[src/rtl/branch_ctrl.sv]
// Execute-stage branch resolution: decodes comparator results, issues a registered
// fetch redirect for taken control transfers and sequences the front-end flush.
module branch_ctrl #(
  parameter int unsigned W            = 32,
  parameter int unsigned FLUSH_CYCLES = 2
) (
  input  logic         clk,
  input  logic         rst,
  input  logic         ex_valid,
  input  logic         ex_is_branch,
  input  logic         ex_is_jal,
  input  logic         ex_is_jalr,
  input  logic [2:0]   ex_funct3,
  input  logic [W-1:0] ex_target,
  input  logic         equal,
  input  logic         lessthan,
  output logic         branch_unsigned,
  output logic         redirect_valid,
  output logic [W-1:0] redirect_pc,
  input  logic         redirect_ready,
  output logic         flush_if_id,
  output logic         flush_id_ex,
  output logic         stall_ex,
  output logic         illegal_branch,
  output logic         misaligned,
  output logic [W-1:0] taken_count
);

  localparam int unsigned CW = 4;

  typedef enum logic [1:0] {IDLE, REDIRECT, DRAIN} state_e;

  state_e         state_q, state_d;
  logic [CW-1:0]  cnt_q, cnt_d;
  logic [W-1:0]   pc_q, pc_d;
  logic [W-1:0]   count_q, count_d;
  logic           rv_q, rv_d;
  logic           flush_q, flush_d;
  logic           stall_q, stall_d;
  logic           ill_q, ill_d;
  logic           mis_q, mis_d;

  logic           br_taken;
  logic           bad_funct3;
  logic           taken;
  logic           resolve;
  logic           go;
  logic [W-1:0]   target;

  assign branch_unsigned = ex_funct3[1];

  // Condition decode and target formation
  always_comb begin
    br_taken   = 1'b0;
    bad_funct3 = 1'b0;
    case (ex_funct3)
      3'b000:         br_taken = equal;
      3'b001:         br_taken = !equal;
      3'b100, 3'b110: br_taken = lessthan;
      3'b101, 3'b111: br_taken = !lessthan;
      default:        bad_funct3 = 1'b1;
    endcase
    target = ex_target;
    if (ex_is_jalr) target[0] = 1'b0;
    taken   = (ex_is_branch && br_taken) || ex_is_jal || ex_is_jalr;
    resolve = ex_valid && (state_q == IDLE);
    go      = resolve && taken && !target[1];
  end

  // Next-state and registered-output logic
  always_comb begin
    state_d = state_q;
    cnt_d   = cnt_q;
    pc_d    = pc_q;
    count_d = count_q;
    ill_d   = resolve && ex_is_branch && bad_funct3;
    mis_d   = resolve && taken && target[1];
    case (state_q)
      IDLE: begin
        if (go) begin
          state_d = REDIRECT;
          pc_d    = target;
          count_d = count_q + W'(1);
        end
      end
      REDIRECT: begin
        if (redirect_ready) begin
          state_d = DRAIN;
          cnt_d   = CW'(FLUSH_CYCLES);
        end
      end
      DRAIN: begin
        cnt_d = cnt_q - CW'(1);
        if (cnt_q == CW'(1)) state_d = IDLE;
      end
      default: state_d = IDLE;
    endcase
    rv_d    = (state_d == REDIRECT);
    stall_d = (state_d == REDIRECT);
    flush_d = (state_d != IDLE);
  end

  always_ff @(posedge clk) begin
    if (rst) begin
      state_q <= IDLE;
      cnt_q   <= '0;
      pc_q    <= '0;
      count_q <= '0;
      rv_q    <= 1'b0;
      flush_q <= 1'b0;
      stall_q <= 1'b0;
      ill_q   <= 1'b0;
      mis_q   <= 1'b0;
    end else begin
      state_q <= state_d;
      cnt_q   <= cnt_d;
      pc_q    <= pc_d;
      count_q <= count_d;
      rv_q    <= rv_d;
      flush_q <= flush_d;
      stall_q <= stall_d;
      ill_q   <= ill_d;
      mis_q   <= mis_d;
    end
  end

  assign redirect_valid = rv_q;
  assign redirect_pc    = pc_q;
  assign flush_if_id    = flush_q;
  assign flush_id_ex    = flush_q;
  assign stall_ex       = stall_q;
  assign illegal_branch = ill_q;
  assign misaligned     = mis_q;
  assign taken_count    = count_q;

endmodule

[config.mk]
export PLATFORM = sky130hd
export DESIGN_NAME = branch_ctrl
export DESIGN_NICKNAME = d
export VERILOG_FILES = /design/src/rtl/branch_ctrl.sv
export SDC_FILE = /design/constraint.sdc
export NUM_CORES = 1
export LEC_CHECK = 0
export BUFFER_PORTS_ARGS = -buffer_cell sky130_fd_sc_hd__buf_4
export CAP_MARGIN = 10
export CORE_MARGIN = 3
export CORE_UTILIZATION = 51
export CTS_BUF_LIST = sky130_fd_sc_hd__clkbuf_8 sky130_fd_sc_hd__clkbuf_16
export DETAILED_ROUTE_END_ITERATION = 8
export GPL_ROUTABILITY_DRIVEN = 0
export PLACE_DENSITY = 0.8
export SLEW_MARGIN = 20
export SYNTH_ARGS = -nofsm -noshare
export SYNTH_HDL_FRONTEND = slang
export SYNTH_SLANG_ARGS = --single-unit
[constraint.sdc]
create_clock -name clk -period 2.4 [get_ports clk]
set_input_delay 0.12 -clock clk [delete_from_list [all_inputs] [get_ports clk]]
set_output_delay 0.12 -clock clk [all_outputs]
set_load 0.05 [all_outputs]
# After elaboration in Yosys (flattened, before gate mapping)

Index checks and enable logic that the tools add are counted.

Input bits: 44
Flip-flop bits (word level): 74

Equal/unequal tests: 10
Add/sub/neg operators: 2
Reductions and logical operators: 21
Multiplexer cells: 9

Operators by type and width:

| cell                  | number |
|---|---|
| $add 32x1->32 const B | 1 |
| $eq 3x3->1 const B    | 4 |
| $pmux 4 s2            | 1 |
| $logic_and 1x1->1     | 7 |
| $mux 2                | 3 |
| $pmux 2 s3            | 1 |
| $reduce_or 6->1       | 1 |
| $eq 2x1->1 const B    | 2 |
| $eq 4x1->1 const B    | 1 |
| $mux 4                | 1 |
| $pmux 1 s4            | 1 |
| $reduce_and 2->1      | 2 |
| $reduce_bool 2->1     | 2 |
| $reduce_or 2->1       | 2 |
| $sub 4x1->4 const B   | 1 |
| $eq 3x1->1 const B    | 1 |
| $logic_not 1->1       | 3 |
| $logic_not 3->1       | 1 |
| $eq 2x2->1 const B    | 1 |
| $logic_not 2->1       | 1 |
| $logic_or 1x1->1      | 2 |
| $mux 1                | 2 |
| $ne 2x2->1 const B    | 1 |

# Depth between registers and ports, before layout

Depth in word-level cells: 11
Mapped depth: 7

# Worst setup path before layout

Ideal clock, no wire load.

Kind: register to register
From: reg count_q[6] (netlist: taken_count[6])
To: reg count_q[22] (netlist: taken_count[22])
Cell stages (with the launch flop): 7
Library setup time: 0.070 ns
Setup slack: 0.087 ns
Data required time: 2.330 ns
Path buffers: 1
Arrival time: 2.243 ns
Cells stage by stage: dfxtp_1 -> nand3_1 -> nor4_2 -> buf_2 -> nand4_1 -> or4_1 -> a21oi_1

Longest elaborated chain between the ends: 1

Ends and longest elaborated chain:

| element                | line | source |
|---|---|---|
| from (decl)            | 36   | `logic [W-1:0] count_q, count_d;` |
| from (signal assigned) | 118  | `count_q <= count_d;` |
| $add 32x1->32          | 83   | `count_d = count_q + W'(1);` |

Every way passes these cells.
A chain may end at the register's enable or synchronous reset.

# Final worst setup path

From: reg state_q[0]
To: reg pc_q[0] (netlist: redirect_pc[0])

Longest elaborated chain between the ends: 5

Ends and longest elaborated chain:

| element                             | line   | source |
|---|---|---|
| from (decl)                         | 33     | `state_e state_q, state_d;` |
| from (signal assigned)              | 115    | `state_q <= state_d;` |
| $logic_not 2->1 *                   | 66, 78 |  |
| $logic_and 1x1->1                   | 66     | `resolve = ex_valid && (state_q == IDLE);` |
| $logic_and 1x1->1 (2 in a row)      | 67     | `go = resolve && taken && !target[1];` |
| $reduce_and 2->1 (no source line) * | --     |  |
| to (signal assigned)                | 117    | `pc_q <= pc_d;` |
| to (decl)                           | 35     | `logic [W-1:0] pc_q, pc_d;` |

Mark *: on every way between the ends. The rest lies on a longest branch, timed or not.

==> results list <==
- Number of global-route vias before repair: 3124
- Area Overhead vs Synth: 30.6%
- Shortest period the worst path allows: 2190 ps
* Routed via count divided by cell count: 5.58
- The initialized floorplan defines 29 standard-cell rows.
- Power spread over the standard cell area amounts to 576 nW/um2.
- The first detailed-routing pass ran for 4 iterations.
- Worst path arrival time: 2420 ps
- Aggregate global-route resource usage: 23.0%
* Routing layer with the top usage in global route: met2
- Of the total synthesized cell area, the portion taken by AND, OR, NAND and NOR gates is 28.6%.
* Proportion of synthesized area in mux cells: 0.959%
* Top cells by instance count after synthesis: sky130_fd_sc_hd__o21ai_0 (75), sky130_fd_sc_hd__dfxtp_1 (74), sky130_fd_sc_hd__nor2b_1 (36)
- In this run, synthesis produced a sequential element count of 74.
* Final standard cell utilization of the core: 70.5%
- Total Power: 2.65 mW
* Synthesized area per cell: 8.29 um2
- Entering global routing, the biggest net connects 63 pins.
* Clock tree from TritonCTS: done
- Design Area, Final: 4600 um2
* Most common flop cell mapped by yosys: sky130_fd_sc_hd__dfxtp_1
- Path category of the worst min-delay check: primary input to flop
- Clk sinks: 74
* DRC Markers: 0
- CTS Root Buffer Type: sky130_fd_sc_hd__clkbuf_8
- Met1 global-route usage: 30.7%
* Number of port buffers: 114
- The setup check on the worst reg-to-reg path leaves a slack of 210 ps.
- Routing usage on met3: 6.36%
* Count of flip-flops with a built-in enable after synthesis: 0
- After floorplanning, the core was sized to cover 6530 um2.
- Yosys instantiated no cell more often than sky130_fd_sc_hd__o21ai_0.
* Post-Synthesis Cell Area: 3520 um2
- Initial drt markers: 264
* Remaining global-route overflow: 0
- Worst Setup Start Kind: flop
- In this run the tightest slew margin relative to its limit is 61.8%.
- 0 antenna diodes ended up in the layout.
* Unique masters post-synth: 44
- The endpoint identified for the worst register-to-register timing path is redirect_pc[0].
- # hold bufs at CTS: 2
- The H-tree was split into 3 levels.
- RSZ-0062 raised after global routing: false
- Initial antenna violation count: 0
* Most area-hungry cell type in the Yosys netlist: sky130_fd_sc_hd__dfxtp_1
* Final setup TNS: 0 ps
* Routed wirelength normalized by instance count: 14.4 um
* Final worst clock skew: 7.26 ps
- Worst setup path category: flop to flop
* Combinational family with the most area after synthesis: simple AND/OR/NAND/NOR gates
- For the pin with the worst max-slew slack, the measured transition is 574 ps.
- The flow ran to the end, and the final reports show no timing, DRC or antenna violations.
- No sink is reached through more buffers than the 2 on the longest clock path.
* Final wirelength: 8780 um
- Startpoint of the worst-slack reg-to-reg timing path: state_q[0]
- Worst Setup SP: state_q[0]
* Worst Setup End Kind: flop
* Number of standard cells in the final layout excluding fillers: 610
* Endpoints failing hold: 0
- In this run, CTS created clock tree buffers numbering 9.
- Final worst-path setup slack: 211 ps
- Net count after synthesis: 472
* P_leak: 1.79 nW
- Count of pins over their slew limit: 0
* Later-pin clock latency in the skew report: 340 ps
* CTS clk-pin slew, worst paths: 80 ps
* Yosys top cell area share: 42.0%
- Adder and majority cell fraction of the synthesized area: 1.07%
* Placed standard-cell area: 4400 um2
* Setup Buffers After CTS: 0
- Crit-path max FO: 62
* Worst hold slack: 40.5 ps
- The net count of the finished layout is 575.
* Share of the synthesized area in compound gates (AO/OA/AOI/OAI): 21.9%
- After Yosys synthesis, XOR and XNOR cells account for 0.249% of the synthesized area.
- Summing the sequential cell areas from Yosys gives 42.0% of the chip area.
- Static timing analysis puts the maximum clock frequency at 0.457 GHz.
* Sum of net half-perimeters after detailed placement: 6120 um
- Post-CTS repair changed the size of 0 cells.
* Vertical extent of the die: 89.1 um
* Number of max-capacitance violations reported: 0
* Hold wc startpoint: ex_target[21]
* Worst R2R Path Depth: 6
- Pre-CTS worst setup slack: 228 ps
- Vias: 3405
- Dividing the final minimum period by the clock period gives 91.2%.
- Global routing used 35.6% of the available met2 tracks.
- Wire length of the first global-routing pass: 14600 um
- For this run, asynchronously set or reset flops after synthesis account for 0%.
* Synth warnings: 0
* Cell total after placement: 592
* Peak supply drop: 0.384 mV
- At the worst endpoint, the required time is 2630 ps.
- Pin placement for this block handled 115 I/O pins.
* Horiz. Die Dim: 89.1 um
- Number of standard cells after synthesis: 425
- Share of final-layout standard cells stronger than drive strength 1: 27.4%
* # setup viols final: 0
- In this run the worst setup path terminates at redirect_pc[0].
- The initial utilization of the core area, before any placement, comes to 53.9%.
- The detail route stage leaves a number of antenna-violating nets equal to 0.
- Sorting the synthesized cells by area gives the leading types as sky130_fd_sc_hd__dfxtp_1 (42%), sky130_fd_sc_hd__o21ai_0 (11%), sky130_fd_sc_hd__nor2b_1 (6.4%).
* Die outline area: 7940 um2
-- logic make-up (layout without fill, tap and decap cells) --
family | Yosys count | count (layout)
xor gates and xnor gates | 1 | 1
DFF | 74 | 74
and+or+nand+nor | 165 | 165
adders and majority gates | 3 | 3
AOI/OAI and AO/OA | 137 | 137
buffers and inverters | 42 | 150
muxes | 3 | 3
-- worst max-delay path: stages, from the launching register on --
cell,delay (ps)
sky130_fd_sc_hd__dfxtp_1,350
sky130_fd_sc_hd__nor3b_1,350
sky130_fd_sc_hd__o21ai_0,250
sky130_fd_sc_hd__o21a_4,340
sky130_fd_sc_hd__or2_1,290
sky130_fd_sc_hd__buf_4,210
sky130_fd_sc_hd__o41ai_1,270
-- cell usage in the layout (no fill, tap or decap), drive strengths merged, types with 3 or more instances in the layout --
| cell | Yosys | routed |
|---|---|---|
| buf | 9 | 124 |
| o21ai | 75 | 75 |
| dfxtp | 74 | 74 |
| nor2b | 36 | 36 |
| nand2b | 35 | 35 |
| a21oi | 33 | 33 |
| o31ai | 17 | 17 |
| or4 | 17 | 17 |
| nand2 | 15 | 15 |
| nand3 | 15 | 15 |
| nor2 | 10 | 10 |
| inv | 8 | 9 |
| or3 | 9 | 9 |
| clkbuf | 25 | 9 |
| nand4 | 6 | 6 |
| and3 | 4 | 4 |
| clkinv | 0 | 4 |
| nor3b | 3 | 3 |
| nor4bb | 3 | 3 |
| mux2 | 3 | 3 |
| ha | 3 | 3 |
| o21a | 3 | 3 |
| or2 | 3 | 3 |
-- power by group --
group	switching, mW	internal (mW)
sequential	0.0253	1.27
combinational	0.278	0.156
clock	0.456	0.469
-- sequential cells by signal, summed over array words and instances (netlist names) --
register        cells
redirect_pc        32
taken_count        32
cnt_q               4
state_q             2
flush_id_ex         1
illegal_branch      1
misaligned          1
stall_ex            1
-- how the worst min path moves through the flow --
| stage | cells past startpoint | slack [ps] | to |
|---|---|---|---|
| floorplan | 1 | 200 | illegal_branch |
| global route | 3 | 30 | redirect_pc[21] |
| finish | 3 | 40 | redirect_pc[21] |
| detailed placement | 2 | 320 | illegal_branch |
| global placement | 2 | 320 | illegal_branch |
| CTS | 3 | 30 | redirect_pc[21] |
-- layout make-up --
type	count	area [um2]
Inverter	8	30.0
Fill cell	530	1930
Sequential cell	74	1480
Timing Repair Buffer	126	951
Clock buffer	9	124
Clock inverter	7	61.3
Multi-Input combinational cell	309	1860
Tap cell	77	96.3
-- routing by layer --
| layer | wire length, um | part of all wire (%) |
|---|---|---|
| met5 | 0 | 0 |
| met4 | 79 | 0.90 |
| met3 | 579 | 6.6 |
| met2 | 4180 | 48 |
| met1 | 3940 | 45 |
(Power assumes the default switching activity.)
